--- config.mk ---
export PLATFORM = sky130hd
export DESIGN_NAME = mem_dma_ctrl
export DESIGN_NICKNAME = d
export VERILOG_FILES = /design/src/rtl/mem_dma_ctrl.sv
export SDC_FILE = /design/constraint.sdc
export NUM_CORES = 1
export LEC_CHECK = 0
export CAP_MARGIN = 5
export CORE_AREA = 2 2 281 283
export DETAILED_ROUTE_END_ITERATION = 10
export DIE_AREA = 0 0 283 285
export PLACE_DENSITY = 0.63
export SYNTH_ARGS = -nofsm -noshare
export SYNTH_HDL_FRONTEND = slang
export SYNTH_SLANG_ARGS = --single-unit
--- constraint.sdc ---
create_clock -name clk_i -period 25.5 [get_ports clk_i]
set_input_delay 3.825 -clock clk_i [delete_from_list [all_inputs] [get_ports clk_i]]
set_output_delay 3.825 -clock clk_i [all_outputs]
set_load 0.005 [all_outputs]
--- src/rtl/mem_dma_ctrl.sv ---
// mem_dma_ctrl: splits one cache-block read fill or write-back into memory-bus beats
module mem_dma_ctrl #(
  parameter int block_width_p = 8,
  parameter int dma_data_width_p = 2
) (
  input  logic                          clk_i,
  input  logic                          reset_i,
  input  logic                          req_valid_i,
  output logic                          req_ready_o,
  input  logic                          req_we_i,
  input  logic [31:0]                   req_addr_i,
  input  logic [block_width_p*32-1:0]   req_wdata_i,
  output logic                          resp_valid_o,
  input  logic                          resp_ready_i,
  output logic                          resp_we_o,
  output logic [block_width_p*32-1:0]   resp_rdata_o,
  output logic                          mem_valid_o,
  input  logic                          mem_ready_i,
  output logic                          mem_we_o,
  output logic [31:0]                   mem_addr_o,
  output logic [dma_data_width_p*32-1:0] mem_wdata_o,
  input  logic                          mem_valid_i,
  input  logic [dma_data_width_p*32-1:0] mem_data_i
);
  localparam int beats_lp = block_width_p / dma_data_width_p;
  localparam int cw_lp = beats_lp > 1 ? $clog2(beats_lp) : 1;
  localparam int bw_lp = dma_data_width_p * 32;
  localparam logic [31:0] mask_lp = ~((32'd1 << ($clog2(block_width_p) + 2)) - 32'd1);
  localparam logic [31:0] step_lp = 32'(dma_data_width_p * 4);
  localparam logic [cw_lp-1:0] last_lp = cw_lp'(beats_lp - 1);

  typedef enum logic [2:0] {IDLE, WRITE, RD_REQ, RD_DATA, RESP} state_t;

  state_t                     r_state;
  logic [cw_lp-1:0]           r_beat;
  logic [31:0]                r_base;
  logic                       r_we;
  logic [block_width_p*32-1:0] r_wdata;
  logic [block_width_p*32-1:0] r_rdata;
  logic                       r_req_ready;
  logic                       r_mem_valid;
  logic                       r_mem_we;
  logic                       r_resp_valid;
  logic                       w_last;

  assign w_last = r_beat == last_lp;

  always_ff @(posedge clk_i or posedge reset_i) begin
    if (reset_i) begin
      r_state      <= IDLE;
      r_beat       <= '0;
      r_base       <= '0;
      r_we         <= 1'b0;
      r_wdata      <= '0;
      r_rdata      <= '0;
      r_req_ready  <= 1'b1;
      r_mem_valid  <= 1'b0;
      r_mem_we     <= 1'b0;
      r_resp_valid <= 1'b0;
    end else begin
      case (r_state)
        IDLE: if (req_valid_i) begin
          r_base      <= req_addr_i & mask_lp;
          r_we        <= req_we_i;
          r_wdata     <= req_wdata_i;
          r_beat      <= '0;
          r_req_ready <= 1'b0;
          r_mem_valid <= 1'b1;
          r_mem_we    <= req_we_i;
          r_state     <= req_we_i ? WRITE : RD_REQ;
        end
        WRITE: if (mem_ready_i) begin
          r_beat <= w_last ? '0 : r_beat + cw_lp'(1);
          if (w_last) begin
            r_mem_valid  <= 1'b0;
            r_mem_we     <= 1'b0;
            r_resp_valid <= 1'b1;
            r_state      <= RESP;
          end
        end
        RD_REQ: if (mem_ready_i) begin
          r_mem_valid <= 1'b0;
          r_state     <= RD_DATA;
        end
        RD_DATA: if (mem_valid_i) begin
          r_rdata[int'(r_beat)*bw_lp +: bw_lp] <= mem_data_i;
          r_beat <= w_last ? '0 : r_beat + cw_lp'(1);
          if (w_last) begin
            r_resp_valid <= 1'b1;
            r_state      <= RESP;
          end
        end
        RESP: if (resp_ready_i) begin
          r_resp_valid <= 1'b0;
          r_req_ready  <= 1'b1;
          r_state      <= IDLE;
        end
        default: r_state <= IDLE;
      endcase
    end
  end

  assign req_ready_o  = r_req_ready;
  assign resp_valid_o = r_resp_valid;
  assign resp_we_o    = r_resp_valid & r_we;
  assign resp_rdata_o = r_rdata;
  assign mem_valid_o  = r_mem_valid;
  assign mem_we_o     = r_mem_we;
  assign mem_addr_o   = r_mem_valid ? r_base + 32'(r_beat) * step_lp : '0;
  assign mem_wdata_o  = r_mem_we ? r_wdata[int'(r_beat)*bw_lp +: bw_lp] : '0;
endmodule

==> Word-level counts from Yosys, hierarchy flattened <==
Index checks and enable logic that the tools add are counted.
{ "totals": {"ff_bits": 549, "in_bits": 359, "output_inout_bits": 357, "wordCells": 73} }
{ "classes": {"addsub": 3, "n_eq_ne": 11, "n_shift": 3, "n_mux": 31, "bitwise_logic": 1, "n_reduce_logical": 14} }
{ "op_table": {"columns": ["cell", "count"], "rows": [
  ["$bwmux W256", 1],
  ["$shift A64 B33 Y256 const A", 1],
  ["$shiftx A256 B9 Y64", 1],
  ["$shiftx A64 B33 Y256", 1],
  ["$mux W64", 1],
  ["$neg A8 Y33", 1],
  ["$add A32 B5 Y32", 1],
  ["$mux W32", 1],
  ["$mux W3", 6],
  ["$pmux W3 S5", 1],
  ["$ne A2 B2 Y1 const B", 6],
  ["$reduce_and A4 Y1", 3],
  ["$mux W1", 11],
  ["$mux W2", 5],
  ["$reduce_and A5 Y1", 2],
  ["$reduce_bool A3 Y1", 3],
  ["$eq A3 B2 Y1 const B", 2],
  ["$pmux W1 S3", 2],
  ["$pmux W2 S3", 1],
  ["$pmux W1 S2", 2],
  ["$reduce_and A2 Y1", 2],
  ["$reduce_bool A2 Y1", 2],
  ["$eq A3 B1 Y1 const B", 1],
  ["$eq A3 B3 Y1 const B", 1],
  ["other kinds (5)", 5]
]} }

==> Depth between registers and ports, before layout <==
Gate-level depths: netlist (run 1).
{ "depth": {"ltp_word": 4, "ltp_mapped": 9, "depth_no_buf": 5} }

==> Least setup slack after synthesis (run 1) <==
No wires, ideal clock.
{ "synth_path": {"path_kind": "reg-to-output", "start": "register r_beat[0]", "end": "output mem_wdata_o[10]", "t_arrival_ps": 1514, "required_ps": 21675, "slack_ps": 20161, "stages_incl_launch_ff": 5, "n_path_buf": 2, "cell_sequence": "dfrtp_1 > buf_2 > buf_2 > mux4_2 > and2_1"} }
{ "synth_via": {"elab_chain_len": 2} }
{ "synth_rtl": {"columns": ["element", "line", "source"], "rows": [
  ["start, declared", "35", "logic [cw_lp-1:0] r_beat;"],
  ["start signal, assigned", "73", "r_beat <= w_last ? '0 : r_beat + cw_lp'(1);"],
  ["start signal, assigned", "87", "r_beat <= w_last ? '0 : r_beat + cw_lp'(1);"],
  ["$shiftx A256 B9 Y64", "110", "assign mem_wdata_o = r_mem_we ? r_wdata[int'(r_beat)*bw_lp +: bw_lp] : '0;"],
  ["$mux W64", "110", null],
  ["end, declared", "21", "output logic [dma_data_width_p*32-1:0] mem_wdata_o,"]
]} }
No other way between the ends.

==> results of run 1 <==
[power by group]
part / switching [mW] / internal (mW) / leakage, nW
sequential: 0.230 / 1.25 / 6.90
combinational: 0.654 / 0.832 / 5.89
clock: 0.355 / 0.521 / 0.988
[layer usage]
layer / vias up / wire [µm] / track usage, %
met5: - / 51 / 0
met4: 8 / 3430 / 8.40
li1: 7994 / - / -
met3: 172 / 7450 / 6.36
met2: 855 / 38800 / 32.5
met1: 9296 / 30600 / 23.0
[worst paths after layout]
| kind | endpoint | depth (start not counted) |
|---|---|---|
| max in group clk_i | r_wdata[8] | 6 |
| min reg2reg | r_wdata[154] | 1 |
| max reg2reg | r_wdata[8] | 5 |
| max | r_beat[0] | 6 |
| min | r_wdata[154] | 1 |
| min in group asynchronous | r_wdata[6] | 2 |
[flip-flops by register name (all words and copies together) (netlist names)]
| register | flops |
|---|---|
| r_wdata | 256 |
| req_ready_o | 1 |
| resp_rdata_o | 256 |
| r_state | 3 |
| resp_valid_o | 1 |
| mem_we_o | 1 |
| r_we | 1 |
| r_base | 27 |
| mem_valid_o | 1 |
| r_beat | 2 |
[metrics by stage]
stage	setup slack [ns]	hold slack (ns)	area, µm²	total power [mW]
global route	16.77	0.493	33700	4.07
finish	17.55	0.480	33700	3.84
CTS	17.27	0.484	33700	3.89
detailed placement	16.60	0.470	31700	2.99
floorplan	6.33	0.449	24000	2.21
global placement	16.71	0.462	31700	2.94
[cell usage in the layout (no fill, tap or decap), types with 2 or more instances in the layout]
master / synthesis / final
mux4_2: 64 / 64
ha_1: 6 / 3
nand2_1: 3 / 2
clkbuf_16: 0 / 61
a311oi_1: 4 / 4
and2_1: 98 / 95
clkinv_2: 0 / 9
a21oi_1: 2 / 2
buf_4: 8 / 23
conb_1: 1 / 3
diode_2: 0 / 8
o21ai_0: 215 / 215
and2_2: 0 / 3
a211o_1: 2 / 2
mux2_2: 78 / 78
nand2b_1: 3 / 3
clkbuf_8: 0 / 19
clkbuf_1: 77 / 15
o21ai_1: 2 / 2
nor2_1: 3 / 3
clkdlybuf4s50_1: 0 / 707
ha_4: 0 / 2
inv_1: 221 / 220
mux2_1: 208 / 208
nand3b_1: 2 / 2
dfrtp_1: 548 / 545
dfrtp_4: 0 / 2
a22o_1: 41 / 41
bufinv_16: 0 / 3
nand4_1: 216 / 216
[final cells by class]
| type | count | area (µm²) |
|---|---|---|
| sequential | 549 | 13700 |
| inverter | 221 | 837 |
| antenna | 8 | 20.0 |
| timing repair buffer | 730 | 7250 |
| clock buffer | 95 | 1840 |
| multi-input combinational | 973 | 8540 |
| clock inverter | 13 | 144 |
| fill | 7257 | 44300 |
| tap | 1050 | 1310 |
[logic make-up (layout without fill, tap and decap cells)]
kind of cell,Yosys count,after routing,share of synthesized area (%)
simple gates,339,339,9.00
fa+ha+maj,6,6,0.313
buf+inv,387,1059,7.26
compound gates,273,273,6.52
xor+xnor,1,1,0.0366
other cells,1,11,0.0157
mux,351,351,19.5
flops,549,549,57.3
[critical path, stage by stage]
cell and delay [ns]:
clkdlybuf4s50_1 0.49, inv_8 0.59, buf_4 0.88, buf_4 0.73
buf_4 0.76, buf_4 0.93
==> results.sh, run 1 <==
export IMPL_status="completed"
export IMPL_p_leak_nw=13.8
export IMPL_synth_seq_cells=549
export IMPL_cp_start_kind="input pin"
export IMPL_path_class="in -> async"
export IMPL_syn_area_mm2=0.0240
export IMPL_p_per_area_mw_per_mm2=114
export IMPL_wl_per_cell_um=22.1
export IMPL_rsz0062_at_grt="false"
export IMPL_vias=18300
export IMPL_async_reset_ff_share_pct=100
export IMPL_fin_cells=3639
export IMPL_ys_top_cells_by_area="dfrtp_1, mux2_1, mux4_2"
export IMPL_ios=716
export IMPL_grt_max_degree=124
export IMPL_area_delta_synth_final_pct=40.7
export IMPL_drt_first_iter_violations=1224
export IMPL_slew_headroom_pct=17.4
export IMPL_post_cts_resized=0
export IMPL_core_area_mm2=0.0780
export IMPL_yosys_warnings=0
export IMPL_clockBufferDepth=3
export IMPL_end_kind="asynchronous set/reset pin"
export IMPL_fin_crit_ns=7.95
export IMPL_viasPerCell=5.04
export IMPL_dpl_hpwl_um=54800
export IMPL_tightest_slew_ns=1.24
export IMPL_routabilityCongestion=0.800
export IMPL_synthDistinctLibCells=45
export IMPL_hold_viol=0
export IMPL_avgSynthCellArea_um2=12.6
export IMPL_detail_route_antenna_nets=0
export IMPL_finalCritPeriodShare_pct=31.2
export IMPL_row_count=103
export IMPL_cts_sinks=549
export IMPL_post_cts_buffers=0
export IMPL_clockRootBuffer="clkbuf_16"
export IMPL_cts_made_buffers=59
export IMPL_track_usage_pct=19.5
export IMPL_worst_path_max_fanout=123
export IMPL_place_port_buffers=707
export IMPL_cap_violations=0
export IMPL_dr_pass1_iters=6
export IMPL_nets=2899
export IMPL_finish_utilization_pct=43.2
export IMPL_dieHeight_um=285
export IMPL_htreeDepth=2
export IMPL_cts_tree="yes"
export IMPL_totalNegativeSetupSlack_ns=0
export IMPL_grt_ovfl_total=0
export IMPL_routed_wirelength_um=80400
export IMPL_worst_ep_arrival_time_ns=8.39
export IMPL_ir_worst_vdd_mv=0.0653
export IMPL_synth_top_area_share_pct=57.2
export IMPL_path_clk_slew_ns=0.06
export IMPL_hp_start="r_wdata[154]"
export IMPL_grt_pass1_wl_um=122000
export IMPL_initial_core_util_pct=30.7
export IMPL_finalSetupViolations=0
export IMPL_synth_edf_count=0
export IMPL_cp_startpoint="reset_i"
export IMPL_rr_startpoint="r_state[0]"
export IMPL_ys_top_cells_by_count="dfrtp_1, inv_1, nand4_1"
export IMPL_grt_pass1_vias=19400
export IMPL_critPathRequiredTime_ns=25.94
export IMPL_synthCells=1907
export IMPL_slew_violations=0
export IMPL_die_area_mm2=0.0807
export IMPL_antenna_found_initial=20
export IMPL_synth_top_cell_by_area="dfrtp_1"
export IMPL_drive_gt1_share_pct=10.8
export IMPL_fmax_ghz=0.126
export IMPL_fp_dieW_um=283
export IMPL_clk_latency_ns=0.61
export IMPL_synth_most_common_cell="dfrtp_1"
export IMPL_drc=0
export IMPL_skew_ns=0.0155
export IMPL_synth_flop_cell="dfrtp_1"
export IMPL_hp_class="reg -> reg"
export IMPL_rrSetupSlack_ns=21.12
export IMPL_yosysSeqAreaShare_pct=57.3
export IMPL_ctsHoldBuffers=0
export IMPL_place_inst=3523
Note: power is estimated with default switching activity, not from simulation.
==> run 2: changes to the inputs <==
==> constraint.sdc (replaced) <==
create_clock -name clk_i -period 7.7 [get_ports clk_i]
set_input_delay 1.155 -clock clk_i [delete_from_list [all_inputs] [get_ports clk_i]]
set_output_delay 1.155 -clock clk_i [all_outputs]
set_load 0.005 [all_outputs]
==> run 2 against run 1 <==
  * Design area is 0.53% higher
  * Utilization increased by 0.23 points
  * Worst setup slack worse by 15 ns
  * Clock power increased to 3.4 times the previous value
  * Sequential power grew to 3.3 times the previous value
  * Combinational power grew to 3.3 times the previous value
  * Power rose to 3.3 times the previous value
  * Critical path type is now reg -> out
  * Largest power group is now sequential cells
  * Highest routed layer unchanged
==> results.sh, run 2 (synthesis results as in run 1) <==
export IMPL_cap_violations=0
export IMPL_vias=18200
export IMPL_grt_pass1_wl_um=122000
export IMPL_cts_made_buffers=60
export IMPL_die_area_mm2=0.0807
export IMPL_end_kind="output pin"
export IMPL_tightest_slew_ns=1.17
export IMPL_area_delta_synth_final_pct=41.4
export IMPL_drt_first_iter_violations=1157
export IMPL_fp_dieW_um=283
export IMPL_fin_cells=3646
export IMPL_core_area_mm2=0.0780
export IMPL_p_per_area_mw_per_mm2=379
export IMPL_place_area_mm2=0.0318
export IMPL_grt_pass1_vias=19600
export IMPL_htreeDepth=2
export IMPL_power_frac_comb_pct=38.1
export IMPL_track_usage_pct=19.4
export IMPL_cp_startpoint="r_beat[0]"
export IMPL_routed_wirelength_um=79800
export IMPL_finalSetupViolations=0
export IMPL_fmax_ghz=0.207
export IMPL_nets=2906
export IMPL_post_cts_resized=0
export IMPL_dieHeight_um=285
export IMPL_detail_route_antenna_nets=0
export IMPL_dpl_hpwl_um=55200
export IMPL_slew_headroom_pct=21.9
export IMPL_intPower_mw=8.71
export IMPL_p_sw_mw=4.14
export IMPL_clk_latency_ns=0.62
export IMPL_seqPwrFrac_pct=38.4
export IMPL_post_cts_buffers=0
export IMPL_place_inst=3529
export IMPL_slew_violations=0
export IMPL_hp_class="reg -> reg"
export IMPL_cts_tree="yes"
export IMPL_cp_start_kind="flop"
export IMPL_clockBufferDepth=3
export IMPL_p_sw_share_pct=32.2
export IMPL_ctsHoldBuffers=0
export IMPL_status="completed"
export IMPL_fin_crit_ns=4.83
export IMPL_setup_slack_ns=2.87
export IMPL_r2r_end="resp_rdata_o[208]"
export IMPL_p_leak_nw=13.9
export IMPL_finalCritPeriodShare_pct=62.7
export IMPL_rrSetupSlack_ns=4.03
export IMPL_wl_per_cell_um=21.9
export IMPL_worst_ep_arrival_time_ns=3.67
export IMPL_hold_viol=0
export IMPL_p_clk_share_pct=23.4
export IMPL_viasPerCell=5.00
export IMPL_mostFrequentLayoutCells="clkdlybuf4s50_1, dfrtp_1, inv_1"
export IMPL_cts_sinks=549
export IMPL_row_count=103
export IMPL_layout_commonest_cell="clkdlybuf4s50_1"
export IMPL_ir_worst_vdd_mv=0.237
export IMPL_rr_worst_depth=7
export IMPL_finalInstanceArea_mm2=0.0339
export IMPL_clockRootBuffer="clkbuf_16"
export IMPL_grt_max_degree=154
export IMPL_initial_core_util_pct=30.7
export IMPL_rr_startpoint="r_beat[0]"
export IMPL_antenna_found_initial=20
export IMPL_routabilityCongestion=0.798
export IMPL_dr_pass1_iters=7
export IMPL_dp_slack_ns=3.38
export IMPL_rsz0062_at_grt="false"
export IMPL_path_clk_slew_ns=0.06
export IMPL_place_port_buffers=707
export IMPL_skew_ns=0.0165
export IMPL_grt_ovfl_total=0
export IMPL_path_class="reg -> out"
export IMPL_crit_end="mem_wdata_o[30]"
export IMPL_worst_path_max_fanout=42
export IMPL_drive_gt1_share_pct=11.3
export IMPL_drc=0
export IMPL_ios=716
export IMPL_critPathRequiredTime_ns=6.55
==> run 2: changes by cell type in the layout (fill, tap and decap cells not counted) <==
cell	delta
buf_12	+5
buf_4	+1
bufinv_16	+2
clkbuf_1	-7
clkbuf_8	+1
clkinv_4	+2
clkinvlp_4	+1
ha_2	+2
ha_4	-2
inv_6	+2
==> run 2: layout make-up <==
class	count	area (µm²)
inverter	221	833
clock buffer	89	1830
timing repair buffer	736	7360
multi-input combinational	973	8520
fill	7166	44100
tap	1050	1310
sequential	549	13700
clock inverter	20	250
antenna	8	20.0
==> run 2: routing by layer <==
layer	vias up	part of all wire, %	global-route usage (%)
li1	8018	-	-
met1	9237	38	23.0
met2	827	49	32.8
met3	149	9.3	6.43
met4	10	3.2	7.09
met5	-	0.086	0
==> run 2: worst min-delay path by stage <==
stage | startpoint | to | slack, ns | depth (start not counted)
floorplan | r_we | r_we | 0.45 | 1
finish | r_wdata[208] | r_wdata[208] | 0.48 | 1
CTS | r_wdata[151] | r_wdata[151] | 0.48 | 1
global placement | r_wdata[146] | r_wdata[146] | 0.46 | 1
detailed placement | r_wdata[185] | r_wdata[185] | 0.47 | 1
global route | r_wdata[210] | r_wdata[210] | 0.49 | 1
==> run 2: power by group through the flow <==
stage	Sequential, mW	Combinational [mW]	Clock [mW]
2_1_floorplan	4.71	2.60	0
3_3_place_gp	4.91	4.81	0
3_5_place_dp	4.99	4.92	0
4_1_cts	4.95	4.96	3.09
5_1_grt	5.11	5.28	3.20
6_report	4.94	4.89	3.01
==> run 2: stage by stage <==
step	hold WS (ns)	TNS, ns	total power [mW]	util, %
after floorplan	0.449	-506.38	7.31	-
after global placement	0.462	0	9.72	40.8
after detailed placement	0.469	0	9.92	40.8
after CTS	0.482	0	13.0	43.4
after global routing	0.493	0	13.6	43.4
final	0.480	0	12.8	43.4
==> run 2: worst max-delay path: stages, from the launching register on <==
cell and delay (ns):
dfrtp_4 0.95, buf_4 0.73, mux4_2 0.58, and2_1 0.17, clkdlybuf4s50_1 0.56
